[config.mk]
export PLATFORM = sky130hd
export DESIGN_NAME = fetch_stage
export DESIGN_NICKNAME = d
export VERILOG_FILES = /design/src/rtl/fetch_stage.sv
export SDC_FILE = /design/constraint.sdc
export NUM_CORES = 1
export LEC_CHECK = 0
export CAP_MARGIN = 20
export CORE_ASPECT_RATIO = 2
export CORE_MARGIN = 3
export CORE_UTILIZATION = 31
export CTS_BUF_LIST = sky130_fd_sc_hd__clkbuf_4 sky130_fd_sc_hd__clkbuf_8
export DETAILED_ROUTE_END_ITERATION = 8
export SETUP_SLACK_MARGIN = 0.5
export SKIP_LAST_GASP = 1
export SLEW_MARGIN = 20
export SYNTH_ARGS = -nofsm -noshare
export SYNTH_HDL_FRONTEND = slang
export SYNTH_SLANG_ARGS = --single-unit
[constraint.sdc]
create_clock -name clk -period 3.09 [get_ports clk]
set_input_delay 0.618 -clock clk [delete_from_list [all_inputs] [get_ports clk]]
set_output_delay 0.618 -clock clk [all_outputs]
set_load 0.01 [all_outputs]
[src/rtl/fetch_stage.sv]
// Instruction-fetch stage: owns the PC, fetches over a valid/ready handshake and loads IF/ID.
// A one-entry skid buffer keeps a fetched word that arrives while decode is stalled.
module fetch_stage #(
  parameter logic [31:0] RESET_PC = 32'h0000_0000,
  parameter logic [31:0] NOP_INST = 32'h0000_0000
) (
  input  logic        clk,
  input  logic        clrn,
  input  logic [31:0] next_pc,
  input  logic        wpcir,
  input  logic        flush,
  output logic        imem_req,
  output logic [31:0] imem_addr,
  input  logic        imem_ready,
  input  logic [31:0] imem_rdata,
  output logic [31:0] pc,
  output logic [31:0] pc4,
  output logic [31:0] dinst,
  output logic [31:0] dpc4,
  output logic        dvalid
);

  typedef enum logic [0:0] {StFetch, StHold} state_e;

  state_e      state_q;
  logic [31:0] pc_q;
  logic [31:0] dinst_q;
  logic [31:0] dpc4_q;
  logic        dvalid_q;
  logic [31:0] buf_inst_q;
  logic [31:0] buf_pc4_q;

  assign pc        = pc_q;
  assign pc4       = pc_q + 32'd4;
  assign imem_addr = pc_q;
  assign imem_req  = (state_q == StFetch);
  assign dinst     = dinst_q;
  assign dpc4      = dpc4_q;
  assign dvalid    = dvalid_q;

  always_ff @(posedge clk) begin
    if (!clrn) begin
      state_q    <= StFetch;
      pc_q       <= RESET_PC;
      dinst_q    <= NOP_INST;
      dpc4_q     <= 32'd0;
      dvalid_q   <= 1'b0;
      buf_inst_q <= NOP_INST;
      buf_pc4_q  <= 32'd0;
    end else begin
      unique case (state_q)
        StFetch: begin
          if (flush) begin
            // Flush wins over a stall; any word returned this cycle is dropped.
            pc_q     <= next_pc;
            dinst_q  <= NOP_INST;
            dpc4_q   <= pc4;
            dvalid_q <= 1'b0;
          end else if (imem_ready && wpcir) begin
            pc_q     <= next_pc;
            dinst_q  <= imem_rdata;
            dpc4_q   <= pc4;
            dvalid_q <= 1'b1;
          end else if (imem_ready) begin
            buf_inst_q <= imem_rdata;
            buf_pc4_q  <= pc4;
            state_q    <= StHold;
          end else if (wpcir) begin
            dinst_q  <= NOP_INST;
            dvalid_q <= 1'b0;
          end
        end
        StHold: begin
          if (flush) begin
            pc_q     <= next_pc;
            dinst_q  <= NOP_INST;
            dpc4_q   <= pc4;
            dvalid_q <= 1'b0;
            state_q  <= StFetch;
          end else if (wpcir) begin
            pc_q     <= next_pc;
            dinst_q  <= buf_inst_q;
            dpc4_q   <= buf_pc4_q;
            dvalid_q <= 1'b1;
            state_q  <= StFetch;
          end
        end
        default: state_q <= StFetch;
      endcase
    end
  end

endmodule
==> out/metrics.yaml <==
sta:
  hold_viol_final: 0
  relSlewSlack_pct: 53.3
  drv_slew: 0
  hold_slack_ps: 456
  tns_ps: 0
  min_period_ps: 2770
  setup-violations-final: 0
  worst_pin_slew_ps: 699
  fmax_mhz: 361
  layout_setup_ws_ps: 316
  fin_skew_ps: 17.5
  post-route-period-util_pct: 89.8
  rsz0062_at_grt: "yes"
yosys:
  synth_commonest_cells: "nand2_1 (166), dfxtp_1 (162), a21oi_1 (82), nor3_1 (82), clkbuf_1 (47)"
  synth.most_common_cell: "nand2_1"
  synth_mux_area_share_pct: 0.568
  synth_area_sq_mm: 0.00705
  post-synth-top-area-fraction_pct: 46.0
  ys_top_cells_by_area: "dfxtp_1 (46%), nand2_1 (8.8%), a21oi_1 (5.8%)"
  synth_xor_area_share_pct: 2.98
  synth.distinct_cells: 51
  syn-num-nets: 933
  synth_edf_count: 0
  synth_compound_area_share_pct: 17.0
  synth_flop_cell: "dfxtp_1"
  ys_ff_latch: 162
  yosysTopAreaCell: "dfxtp_1"
  yosys.area_share.adder_pct: 0.177
  syn_area_per_cell_sq_um: 8.17
  synth_cells: 863
  ys_warn_count: 0
  ys_seq_area_share_pct: 46.0
  synth_simple_gate_area_share_pct: 23.9
  synth_top_family_by_area: "simple AND/OR/NAND/NOR gates"
  async_flop_share_pct: 0
pwr:
  power.density_mw_per_mm2: 435
  p_leak_nw: 4.26
  power_mw: 4.78
  ir_drop_mv: 0.394
die:
  fp.dieH_microns: 219
  start_util_pct: 31.7
  core_sq_mm: 0.0223
  die-area_sq_mm: 0.0247
  ios: 231
  die_x_microns: 113
  rows: 77
worst_setup_path:
  r2r_slack_ps: 1050
  crit_path_cell_trace: "and4_4 > and4_4 > buf_6 > nand4_1 > xor2_2 > inv_1 > buf_2"
  cpPeakStageDelay_ps: 350
  cp-end-kind: "output port"
  crit_type: "reg2out"
  crit_required_ps: 2470
  cp.arrival_ps: 2160
  path_common_cell: "and4_4"
  slowest_stage: "dfxtp_4"
  critPathLaunchType: "flip-flop"
  critPathBufInv: 3
  path_delay_family: "simple AND/OR/NAND/NOR gates"
  critPathMaxFanout: 6
placement:
  pre_cts_slack_ps: 102
  dp_cells: 1303
  place_congestion: 0.811
  io_buffer_count: 230
  placed_area_sq_mm: 0.00950
  hpwl_microns: 17900
layout:
  drive_above_1_share_pct: 22.8
  fin_nets: 1182
  area_growth_pct: 55.7
  fin_util_pct: 49.4
  postLayoutCellArea_sq_mm: 0.0110
  fillers: 2120
  fin_cells: 1402
route:
  vias_per_cell: 5.10
  drtIter0Drc: 325
  vias: 7148
  routed_wl_microns: 26200
  route.detailed.drc: 0
  post_drt_wl_per_cell_microns: 18.7
  ant_nets: 0
  first_pass_iters: 4
cts:
  worstSkewPairLatency_ps: 480
  cts_root_buf: "clkbuf_8"
  ctsLongestPathBuffers: 2
  cts_hold_buffers: 0
  cts.clk_slew.worst_paths_ps: 90
  tritoncts: "built"
  htreeDepth: 4
  cts_sinks: 162
  cts_made_buffers: 17
global_routing:
  gr-total-overflow: 0
  grt_pass1_wl_microns: 39500
  grt_max_degree: 63
  grt_usage_pct: 20.5
  grt_pass1_vias: 7041
  antenna_found_initial: 1
worst_hold_path:
  hold_class: "reg2reg"
outcome:
  status: "complete, no violations"
job:
  drv_cap: 0
final timing paths:
| path | from | to | cells after the start |
|---|---|---|---|
| setup / recovery | imem_addr[13] | pc4[23] | 7 |
| hold / removal | buf_inst_q[4] | buf_inst_q[4] | 2 |
| hold reg to reg | buf_inst_q[4] | buf_inst_q[4] | 2 |
| setup reg to reg | imem_addr[2] | dpc4[19] | 9 |
report_power, final:
group / internal [mW] / leakage [nW] / switching (mW)
registers: 2.19 / 1.34 / 0.0796
logic: 0.467 / 2.74 / 0.450
clock network: 0.771 / 0.193 / 0.824
per-layer routing:
| metal | wire length [microns] | vias up | global-route usage [%] |
|---|---|---|---|
| li1 | - | 3461 | - |
| met1 | 9090 | 3443 | 20.3 |
| met2 | 15200 | 204 | 40.3 |
| met3 | 1190 | 40 | 4.44 |
| met4 | 723 | 0 | 8.10 |
| met5 | 0 | - | 0 |
flip-flops by register name (all words and copies together), names as in the netlist:
name / flops
buf_pc4_q: 32
buf_inst_q: 32
dvalid: 1
imem_addr: 32
dpc4: 32
dinst: 32
state_q: 1
layout make-up:
class / instances / area (sq um) / share of cell area, %
Multi-Input combinational cell: 573 / 3660 / 33.4
Sequential cell: 162 / 3290 / 29.9
Timing Repair Buffer: 335 / 3190 / 29.1
Tap cell: 276 / 345 / 3.14
Clock buffer: 21 / 270 / 2.46
Clock inverter: 11 / 130 / 1.18
Inverter: 23 / 88.8 / 0.809
Antenna cell: 1 / 2.50 / 0.0228
kinds of logic (layout without fill, tap and decap cells):
| group | after synthesis | count (layout) |
|---|---|---|
| AND/OR/NAND/NOR | 358 | 358 |
| AO/OA/AOI/OAI | 186 | 186 |
| flip-flops | 162 | 162 |
| buffers and inverters | 128 | 390 |
| XOR/XNOR | 24 | 24 |
| multiplexers | 4 | 4 |
| adder cells (fa/ha/maj) | 1 | 1 |
| other | 0 | 1 |
placed cells by master, fill, tap and decap left out, drive strengths merged, types with 5 or more instances in the layout:
cell type / Yosys / final
nor2: 43 / 43
dfxtp: 162 / 162
clkbuf: 48 / 21
nand2: 166 / 166
and3: 8 / 8
and4: 7 / 7
clkdlybuf4s50: 0 / 203
inv: 23 / 25
a221oi: 37 / 37
xor2: 9 / 9
buf: 56 / 129
nor3: 82 / 82
o21ai: 29 / 29
nand4: 7 / 7
xnor2: 15 / 15
o221ai: 6 / 6
nand3: 28 / 28
a21oi: 82 / 82
a31oi: 5 / 5
a211oi: 12 / 12
tightest hold or removal path, cell delays in order (launching register included):
cell	delay, ps
dfxtp_1	310
nand2_1	50
a21oi_1	50
repair_timing:
item | CTS | global route
endpoints found under the setup margin | 27 | 27
gates resized for setup | 203 | 46
buffers inserted | 47 | 19
pin swaps | 35 | 30
Power figures use the tool's default switching activity.
